File: src/rtl/axis_rd.sv
// -----------------------------------------------------------------------------
// axis_rd : MCU read-back path for one motor axis.
//
// Decodes an asynchronous MCU read cycle (RdN low) aimed at this axis and
// returns one registered status byte on Dout while DoutEn is high.
//
// Register map (Addr[2:0], latched at the start of a read):
//   0 : CurPos[7:0]       (also snapshots CurPos[15:8] into the PosHi shadow)
//   1 : PosHi shadow      (not refreshed by this read)
//   2 : AxisState[7:0]
//   3 : AxisState[15:8]
//   4 : sticky {4'b0, LimNHit, LimPHit, MoveDoneF, SpdDoneF}, clear-on-read
//   5 : {LimitN_sync, LimitP_sync, PlsBusy, 1'b0, VERSION}
//   6 : TsShadow[7:0]  when AXIS_RD_TIMESTAMP_EN is defined, else 8'h00
//   7 : TsShadow[15:8] when AXIS_RD_TIMESTAMP_EN is defined, else 8'h00
//
// Optional feature macro: AXIS_RD_TIMESTAMP_EN
//   Adds a 16-bit free-running counter whose value is captured alongside the
//   PosHi snapshot on an address-0 read.
//
// Ports:
//   Clk          in   system clock, all state on posedge
//   Rst          in   asynchronous active-high reset
//   Addr[7:0]    in   [7:3] axis select, [2:0] register select
//   RdN          in   MCU read strobe, active low, asynchronous
//   CurPos[15:0] in   live position counter
//   AxisState    in   live 16-bit axis state word
//   PlsBusy      in   pulse generator busy level
//   MoveDone     in   one-Clk pulse at end of move
//   SpeedSetDone in   one-Clk pulse when a speed load completes
//   LimitP/N     in   limit switches, asynchronous levels
//   Dout[7:0]    out  registered read data
//   DoutEn       out  high while this instance drives the MCU bus
//
// SYNC_STAGES must be at least 2.
// -----------------------------------------------------------------------------
module axis_rd #(
    parameter logic [4:0] AXIS_BASE   = 5'h00,
    parameter int         SYNC_STAGES = 2,
    parameter logic [3:0] VERSION     = 4'h1
) (
    input  logic        Clk,
    input  logic        Rst,
    input  logic [7:0]  Addr,
    input  logic        RdN,
    input  logic [15:0] CurPos,
    input  logic [15:0] AxisState,
    input  logic        PlsBusy,
    input  logic        MoveDone,
    input  logic        SpeedSetDone,
    input  logic        LimitP,
    input  logic        LimitN,
    output logic [7:0]  Dout,
    output logic        DoutEn
);

    typedef enum logic {
        IDLE = 1'b0,
        READ = 1'b1
    } state_t;

    state_t                 state_q, state_d;
    logic [7:0]             dout_q, dout_d;
    logic                   dout_en_q, dout_en_d;
    logic [2:0]             addr_lat_q, addr_lat_d;
    logic [7:0]             pos_hi_q, pos_hi_d;
    logic [3:0]             flags_q, flags_d;

    logic [SYNC_STAGES-1:0] rd_sync_q, rd_sync_d;
    logic                   rd_prev_q, rd_prev_d;
    logic [SYNC_STAGES-1:0] rd_valid_q, rd_valid_d;
    logic                   rd_armed_q, rd_armed_d;
    logic [SYNC_STAGES-1:0] limp_sync_q, limp_sync_d;
    logic                   limp_prev_q, limp_prev_d;
    logic [SYNC_STAGES-1:0] limn_sync_q, limn_sync_d;
    logic                   limn_prev_q, limn_prev_d;

`ifdef AXIS_RD_TIMESTAMP_EN
    logic [15:0]            ts_cnt_q, ts_cnt_d;
    logic [15:0]            ts_shadow_q, ts_shadow_d;
`endif

    logic       rd_sync;
    logic       limp_sync;
    logic       limn_sync;
    logic       rd_fall;
    logic       rd_rise;
    logic       limp_rise;
    logic       limn_rise;
    logic       addr_match;
    logic [3:0] flag_set;
    logic [7:0] rd_byte;

    assign rd_sync   = rd_sync_q[SYNC_STAGES-1];
    assign limp_sync = limp_sync_q[SYNC_STAGES-1];
    assign limn_sync = limn_sync_q[SYNC_STAGES-1];

    // The reset value of the RdN chain is 1, so if the MCU is still holding
    // RdN low when reset releases, the first real sample would look like a
    // fresh falling edge. rd_armed_q only allows a fall once a genuine high
    // level has been seen, which makes a read interrupted by reset harmless.
    assign rd_fall   = rd_armed_q & rd_prev_q & ~rd_sync;
    assign rd_rise   = ~rd_prev_q & rd_sync;
    assign limp_rise = limp_sync & ~limp_prev_q;
    assign limn_rise = limn_sync & ~limn_prev_q;

    assign addr_match = (Addr[7:3] == AXIS_BASE);
    assign flag_set   = {limn_rise, limp_rise, MoveDone, SpeedSetDone};

    assign Dout   = dout_q;
    assign DoutEn = dout_en_q;

    // Read data selection from the live address; only sampled into Dout on
    // the edge that starts a read.
    always_comb begin
        rd_byte = 8'h00;
        case (Addr[2:0])
            3'd0: rd_byte = CurPos[7:0];
            3'd1: rd_byte = pos_hi_q;
            3'd2: rd_byte = AxisState[7:0];
            3'd3: rd_byte = AxisState[15:8];
            3'd4: rd_byte = {4'b0000, flags_q};
            3'd5: rd_byte = {limn_sync, limp_sync, PlsBusy, 1'b0, VERSION};
`ifdef AXIS_RD_TIMESTAMP_EN
            3'd6: rd_byte = ts_shadow_q[7:0];
            3'd7: rd_byte = ts_shadow_q[15:8];
`else
            3'd6: rd_byte = 8'h00;
            3'd7: rd_byte = 8'h00;
`endif
            default: rd_byte = 8'h00;
        endcase
    end

    // Next-state logic: synchronisers, read FSM and sticky flags.
    always_comb begin
        rd_sync_d   = {rd_sync_q[SYNC_STAGES-2:0], RdN};
        rd_prev_d   = rd_sync;
        rd_valid_d  = {rd_valid_q[SYNC_STAGES-2:0], 1'b1};
        rd_armed_d  = rd_armed_q | (rd_valid_q[SYNC_STAGES-1] & rd_sync);
        limp_sync_d = {limp_sync_q[SYNC_STAGES-2:0], LimitP};
        limp_prev_d = limp_sync;
        limn_sync_d = {limn_sync_q[SYNC_STAGES-2:0], LimitN};
        limn_prev_d = limn_sync;

        state_d    = state_q;
        dout_d     = dout_q;
        dout_en_d  = dout_en_q;
        addr_lat_d = addr_lat_q;
        pos_hi_d   = pos_hi_q;
        flags_d    = flags_q;
`ifdef AXIS_RD_TIMESTAMP_EN
        ts_cnt_d    = ts_cnt_q + 16'd1;
        ts_shadow_d = ts_shadow_q;
`endif

        case (state_q)
            IDLE: begin
                if (rd_fall && addr_match) begin
                    addr_lat_d = Addr[2:0];
                    dout_d     = rd_byte;
                    dout_en_d  = 1'b1;
                    state_d    = READ;
                    if (Addr[2:0] == 3'd0) begin
                        pos_hi_d = CurPos[15:8];
`ifdef AXIS_RD_TIMESTAMP_EN
                        ts_shadow_d = ts_cnt_q;
`endif
                    end
                end
            end
            READ: begin
                if (rd_rise) begin
                    dout_en_d = 1'b0;
                    state_d   = IDLE;
                    if (addr_lat_q == 3'd4) begin
                        flags_d = 4'b0000;
                    end
                end
            end
            default: state_d = IDLE;
        endcase

        // Applied after the clear so a coincident event is never lost.
        flags_d = flags_d | flag_set;
    end

    // State register.
    always_ff @(posedge Clk or posedge Rst) begin
        if (Rst) begin
            state_q     <= IDLE;
            dout_q      <= 8'h00;
            dout_en_q   <= 1'b0;
            addr_lat_q  <= 3'd0;
            pos_hi_q    <= 8'h00;
            flags_q     <= 4'b0000;
            rd_sync_q   <= '1;
            rd_prev_q   <= 1'b1;
            rd_valid_q  <= '0;
            rd_armed_q  <= 1'b0;
            limp_sync_q <= '0;
            limp_prev_q <= 1'b0;
            limn_sync_q <= '0;
            limn_prev_q <= 1'b0;
`ifdef AXIS_RD_TIMESTAMP_EN
            ts_cnt_q    <= 16'h0000;
            ts_shadow_q <= 16'h0000;
`endif
        end else begin
            state_q     <= state_d;
            dout_q      <= dout_d;
            dout_en_q   <= dout_en_d;
            addr_lat_q  <= addr_lat_d;
            pos_hi_q    <= pos_hi_d;
            flags_q     <= flags_d;
            rd_sync_q   <= rd_sync_d;
            rd_prev_q   <= rd_prev_d;
            rd_valid_q  <= rd_valid_d;
            rd_armed_q  <= rd_armed_d;
            limp_sync_q <= limp_sync_d;
            limp_prev_q <= limp_prev_d;
            limn_sync_q <= limn_sync_d;
            limn_prev_q <= limn_prev_d;
`ifdef AXIS_RD_TIMESTAMP_EN
            ts_cnt_q    <= ts_cnt_d;
            ts_shadow_q <= ts_shadow_d;
`endif
        end
    end

endmodule
File: config.mk
export PLATFORM = sky130hd
export DESIGN_NAME = axis_rd
export DESIGN_NICKNAME = d
export VERILOG_FILES = /design/src/rtl/axis_rd.sv
export SDC_FILE = /design/constraint.sdc
export NUM_CORES = 1
export LEC_CHECK = 0
export BUFFER_PORTS_ARGS = -buffer_cell sky130_fd_sc_hd__buf_2
export CORE_MARGIN = 1.5
export CORE_UTILIZATION = 49
export DETAILED_ROUTE_END_ITERATION = 10
export GPL_TIMING_DRIVEN = 0
export PLACE_DENSITY = 0.75
export SETUP_SLACK_MARGIN = 0.1
export SLEW_MARGIN = 15
export SYNTH_ARGS = -nofsm -noshare
export SYNTH_HDL_FRONTEND = slang
export SYNTH_SLANG_ARGS = --single-unit
File: constraint.sdc
create_clock -name Clk -period 2.4 [get_ports Clk]
set_input_delay 0.24 -clock Clk [delete_from_list [all_inputs] [get_ports Clk]]
set_output_delay 0.24 -clock Clk [all_outputs]
set_load 0.02 [all_outputs]
==> run summary, run 1 <==
Initial DRC count -> 60
Cell internal pwr -> 0.000856 W
Ant. Diodes -> 0
Die height -> 61.5 microns
Clk network pwr share -> 26.8%
Die ar. -> 3790 sq um
Seq cells post-synth -> 37
Fill cells -> 291
Gr usage total -> 21.1%
Clock latency on the worst-skew pair -> 0.34 ns
Vias in the first global route -> 1,294
P per Cell Area -> 559 nW/um^2
Clock tree buffer depth -> 2
Initial antenna violation count -> 0
Final RePlAce weighted congestion -> 0.816
Gate power share -> 15.0%
Vias per cell -> 5.19
Ys flop type -> dfrtp_1
Ys async rst share -> 100%
Max Freq -> 0.521 GHz
Placed Area -> 2010 sq um
Seq/Total Area, Yosys -> 55.4%
Area Overhead vs Synth -> 24.4%
CTS Root Cell -> clkbuf_4
Largest net degree at the start of global routing -> 38
Slew margin rel. -> 50.7%
Inserted Clock Buffers -> 5
Mapped Avg Cell Area -> 11.8 sq um
Clock slew at reported path FFs -> 0.11 ns
Routed WL -> 3480 microns
CTS tree -> built
Max Cap Violations -> 0
CP arrival -> 2.16 ns
Most frequent cells after synthesis -> dfrtp_1 (34), nand2_1 (15), mux2i_1 (12), mux2_4 (8)
Worst clock skew -> 0.0103 ns
Synth Cell Area -> 1680 sq um
# nets final -> 254
Setup violators final -> 0
Worst Path Class, Setup -> flop to flop
Area of the multi-input gates -> 687 sq um
I/O Pins -> 57
Pre-CTS WS -> 0.460 ns
Fin Hold WS -> 0.0146 ns
Fin area -> 2090 sq um
Core ar. -> 3310 sq um
Leading post-synthesis cells by cell area -> dfrtp_1 (51%), mux2i_1 (7.2%), mux2_4 (7.2%)
Starting Density -> 50.7%
Switching power -> 0.000312 W
DIE WIDTH -> 61.5 microns
Period Utilization, post-route -> 80.0%
# H-tree levels -> 2
Mapped Nets -> 190
Req. time, crit path -> 2.64 ns
Dpl hpwl -> 2680 microns
First-pass GRT wire length -> 5530 microns
Pin slew with the least headroom to its limit -> 0.739 ns
Leak -> 1.06 nW
TNS Setup -> 0 ns
FF/Latch Area -> 930 sq um
Nature of the critical path endpoint -> flop
Share of layout cells above drive strength 1 -> 39.6%
Row count -> 21
Initial DRT Pass Iterations -> 4
Count leader, synth -> dfrtp_1
# clock sinks -> 37
Switching share of power -> 26.7%
Wire length per cell -> 13.8 microns
Cells after synthesis -> 142
Synth top area share -> 50.7%
Tmin final -> 1.92 ns
CP Launch Type -> flop
Post-synth top area cell -> dfrtp_1
Max FO, Critical Path -> 8
Hold Crit Class -> primary input to asynchronous set/reset pin
DRC -> 0
Post-route ant nets -> 0
Outcome -> completed
Unrepaired setup endpoints after global routing -> false
IO buf count -> 54
Vias after detailed routing -> 1,313
Final Hold Viols -> 0
Number of synthesized flops with an enable pin -> 0
Fin. max-slew vios -> 0
Synth warnings -> 0
Yosys cell types -> 33
Final WS setup -> 0.480 ns
Total grt overflow -> 0
Worst vdd ir -> 0.398 mV
Sequential power share -> 58.2%
-- routing by layer --
| metal | wire length (microns) | global-route usage (%) | vias to the layer above |
|---|---|---|---|
| li1 | - | - | 632 |
| met1 | 1420 | 24.2 | 632 |
| met2 | 1790 | 34.0 | 39 |
| met3 | 160 | 7.35 | 10 |
| met4 | 111 | 12.2 | 0 |
| met5 | 0 | 0 | - |
-- cell type report --
class,instances,share of cell area (%)
Clock buffer,6,1.98
Tap cell,46,2.76
Buffer,8,2.10
Sequential cell,37,44.5
Timing Repair Buffer,57,14.4
Clock inverter,2,0.479
Multi-Input combinational cell,92,32.9
Inverter,5,0.899
-- registers in the layout, summed over array words and instances, names as in the netlist --
| signal | flops |
|---|---|
| rd_sync_q | 2 |
| limn_prev_q | 1 |
| state_q | 1 |
| rd_valid_q | 2 |
| rd_prev_q | 1 |
| addr_lat_q | 3 |
| rd_armed_q | 1 |
| limp_sync_q | 2 |
| flags_q | 4 |
| limn_sync_q | 2 |
| DoutEn | 1 |
| pos_hi_q | 8 |
| limp_prev_q | 1 |
| Dout | 8 |
-- power by group through the flow --
stage                     Clock (W)  Combinational, W  Sequential (W)
after floorplan                   0         0.0000799        0.000710
after global placement            0          0.000169        0.000689
after detailed placement          0          0.000174        0.000693
after CTS                  0.000326          0.000178        0.000680
after global routing       0.000351          0.000196        0.000685
final                      0.000313          0.000176        0.000680
-- final timing paths --
| kind | startpoint | end | slack (ns) | cells after the start |
|---|---|---|---|---|
| max | rd_armed_q$_DFF_PP0_ | pos_hi_q[5]$_DFFE_PP0P_ | 0.48 | 5 |
| min | Rst | pos_hi_q[0]$_DFFE_PP0P_ | 0.01 | 2 |
| max reg2reg | rd_armed_q$_DFF_PP0_ | pos_hi_q[5]$_DFFE_PP0P_ | 0.48 | 5 |
| min reg2reg | limp_sync_q[0]$_DFF_PP0_ | limp_sync_q[1]$_DFF_PP0_ | 0.36 | 0 |
| max in group asynchronous | Rst | limn_sync_q[0]$_DFF_PP0_ | 1.92 | 2 |
| min in group Clk | SpeedSetDone | flags_q[0]$_DFF_PP0_ | 0.08 | 2 |
-- critical path, stage by stage, from the launching register on --
cell and delay (ns):
dfrtp_1 0.38, or4b_4 0.49, nor4_2 0.34, nand2b_1 0.10
buf_4 0.20, mux2_4 0.30
-- kinds of logic after synthesis --
group,after synthesis,synth area share (%)
DFF,37,55.4
and+or+nand+nor,37,11.8
AOI/OAI and AO/OA,33,13.3
muxes,21,15.6
buffers and inverters,13,3.73
other,1,0.223
-- repair_timing --
action                    4_1_cts  5_1_grt
hold endpoints to repair        3        0
resized for setup               0        0
buffers inserted                0        0
hold buffers                    3        0
-- placed cells by master, fill, tap and decap left out, drive strengths merged --
cell type / count
mux2: 8
or2: 1
nand2b: 6
dlygate4sd3: 3
buf: 59
o21ai: 12
inv: 5
nor4: 1
nor2: 4
clkinv: 2
conb: 1
or3: 2
mux4: 1
a22o: 4
o221ai: 3
o21a: 6
mux2i: 12
clkbuf: 9
o31ai: 1
nand2: 15
dfrtp: 34
a21o: 4
a21oi: 1
or4b: 1
o211ai: 1
nand3: 3
or4: 2
o22ai: 1
nor3: 2
dfstp: 3
-- stage by stage --
stage / util [%] / total power, W / instances
2_1_floorplan: - / 0.000790 / 142
3_3_place_gp: 60.6 / 0.000857 / 242
3_5_place_dp: 60.6 / 0.000866 / 242
4_1_cts: 63.1 / 0.00118 / 253
5_1_grt: 63.1 / 0.00123 / 253
6_report: 63.1 / 0.00117 / 253
No activity file was read; power rests on OpenSTA's default activity.
==> run 2, diff against run 1 <==
- CORE_UTILIZATION: 49 -> 44
- PLACE_DENSITY: 0.75 -> 0.71
- clock period: 2.4 -> 1.55 ns (I/O delays scaled with it)
==> run 2 against run 1 <==
Effect of this change: the flow now finishes with violations (negative hold slack, negative setup slack); worst setup slack got worse by 0.78 ns; via count shrank 1.2%; sequential share of layout area down 4.2 points; critical path depth is 1 lower; final cell count grew 2.8%; hold slack lost 0.017 ns; largest cell class unchanged.
==> run summary, run 2 (same netlist as run 1, synthesis figures left out) <==
Outcome -> complete, but fails checks
Failing checks -> negative hold slack, negative setup slack
DRC -> 0
Switching share of power -> 23.0%
Final WS setup -> -0.300 ns
Nature of the critical path endpoint -> flop
Core ar. -> 3660 sq um
Wire length per cell -> 14.4 microns
Area Overhead vs Synth -> 37.3%
Slew margin rel. -> 49.8%
CP Launch Type -> flop
Post-route ant nets -> 0
I/O Pins -> 57
Max FO, Critical Path -> 5
Die ar. -> 4200 sq um
# nets final -> 259
Most common cell after layout, fill and taps aside -> buf_2
TNS Setup -> -4.27 ns
Fin area -> 2300 sq um
Fill cells -> 297
Initial DRT Pass Iterations -> 4
Die height -> 64.8 microns
Req. time, crit path -> 1.73 ns
Initial DRC count -> 17
Area of the multi-input gates -> 763 sq um
Largest net degree at the start of global routing -> 38
Unrepaired setup endpoints after global routing -> true
Placed Area -> 2010 sq um
Worst Path Class, Setup -> flop to flop
Max Freq -> 0.541 GHz
Row count -> 22
Final RePlAce weighted congestion -> 0.771
Clock latency on the worst-skew pair -> 0.28 ns
Tmin final -> 1.85 ns
Tot Pwr -> 0.00235 W
# H-tree levels -> 2
Clock slew at reported path FFs -> 0.08 ns
Cell internal pwr -> 0.00181 W
Setup violators final -> 19
Sequential power share -> 44.9%
Period Utilization, post-route -> 119%
Fin Hold WS -> -0.00204 ns
CTS tree -> built
Most frequent cells in the layout -> buf_2 (55), dfrtp_1 (34), mux2i_1 (12)
Share of layout cells above drive strength 1 -> 49.1%
Leak -> 1.15 nW
Vias after detailed routing -> 1,297
Pin slew with the least headroom to its limit -> 0.752 ns
Switching power -> 0.000542 W
Clock tree buffer depth -> 2
Fin util -> 63.0%
IO buf count -> 54
Initial antenna violation count -> 0
Gate power share -> 12.6%
Inserted Clock Buffers -> 5
P per Cell Area -> 1020 nW/um^2
Fin. max-slew vios -> 0
Worst clock skew -> 0.00450 ns
CP arrival -> 2.03 ns
Routed WL -> 3750 microns
# clock sinks -> 37
Hold Crit Class -> primary input to asynchronous set/reset pin
Gr usage total -> 19.0%
Ant. Diodes -> 0
Worst vdd ir -> 0.796 mV
Vias in the first global route -> 1,320
Total grt overflow -> 0
CTS Root Cell -> clkbuf_8
FF/Latch Area -> 930 sq um
Starting Density -> 45.9%
Clk network pwr share -> 42.5%
Vias per cell -> 4.99
DIE WIDTH -> 64.8 microns
First-pass GRT wire length -> 5940 microns
Max Cap Violations -> 0
Dpl hpwl -> 2670 microns
Final Hold Viols -> 5
==> run 2: cell count changes in the layout (fill, tap and decap cells not counted), moves of 2 or more <==
cell / before / now
bufinv_16: 0 / 2
buf_6: 1 / 4
nand2_1: 15 / 8
clkbuf_4: 5 / 0
o21ai_1: 6 / 4
o221ai_2: 0 / 3
o21ai_0: 6 / 4
o221ai_1: 3 / 0
o21ai_2: 0 / 4
clkinv_2: 2 / 0
buf_4: 1 / 4
nand2_2: 0 / 6
clkbuf_8: 0 / 5
==> run 2: final timing paths <==
path | startpoint | slack, ns | cells after the start | endpoint
worst max-delay path | rd_armed_q$_DFF_PP0_ | -0.30 | 4 | Dout[0]$_DFFE_PP0P_
worst min-delay path | Rst | -0.002 | 2 | rd_armed_q$_DFF_PP0_
worst max register to register | rd_armed_q$_DFF_PP0_ | -0.30 | 4 | Dout[0]$_DFFE_PP0P_
worst min register to register | rd_sync_q[0]$_DFF_PP1_ | 0.35 | 0 | rd_sync_q[1]$_DFF_PP1_
max in group asynchronous | Rst | 1.08 | 2 | pos_hi_q[5]$_DFFE_PP0P_
min in group Clk | SpeedSetDone | 0.05 | 2 | flags_q[0]$_DFF_PP0_
==> run 2: what timing repair did <==
action	CTS	global route
gates cloned	1	1
endpoints found under the setup margin	23	20
endpoints found under the hold margin	3	0
setup buffers	2	1
resized for setup	4	21
hold buffers	3	0
pin swaps	5	8
==> run 2: per-stage QoR <==
| step | setup slack [ns] | hold slack [ns] | std cells |
|---|---|---|---|
| 4_1_cts | -0.304 | 0.0203 | 258 |
| 6_report | -0.300 | -0.00204 | 260 |
| 5_1_grt | -0.332 | 0.0535 | 260 |
| 3_3_place_gp | -0.330 | 0.260 | 244 |
| 3_5_place_dp | -0.329 | 0.267 | 244 |
| 2_1_floorplan | -0.204 | 0.159 | 142 |
==> run 2: power groups by stage <==
stage	logic [W]	registers, W	clock network, W
after CTS	0.000282	0.00105	0.00102
final	0.000298	0.00106	0.00100
after floorplan	0.000124	0.00110	0
after global placement	0.000264	0.00107	0
after global routing	0.000326	0.00107	0.00106
after detailed placement	0.000270	0.00107	0
==> run 2: layout make-up <==
| class | count | share of cell area (%) |
|---|---|---|
| multi-input combinational | 92 | 33.1 |
| sequential | 37 | 40.3 |
| timing repair buffer | 62 | 14.8 |
| clock inverter | 3 | 2.99 |
| inverter | 5 | 0.814 |
| buffer | 8 | 2.33 |
| clock buffer | 5 | 2.99 |
| tap | 48 | 2.61 |
==> run 2: layer usage <==
metal  part of all wire, %  track usage [%]
met1                    43             23.5
met2                    51             31.3
met3                   4.5             4.86
met4                   1.1             8.78
met5                     0                0
==> run 2: critical path, stage by stage, from the launching register on <==
cell and delay, ns:
dfrtp_1 0.34, or4b_4 0.49, or4_4 0.54, buf_6 0.16, a22o_1 0.21
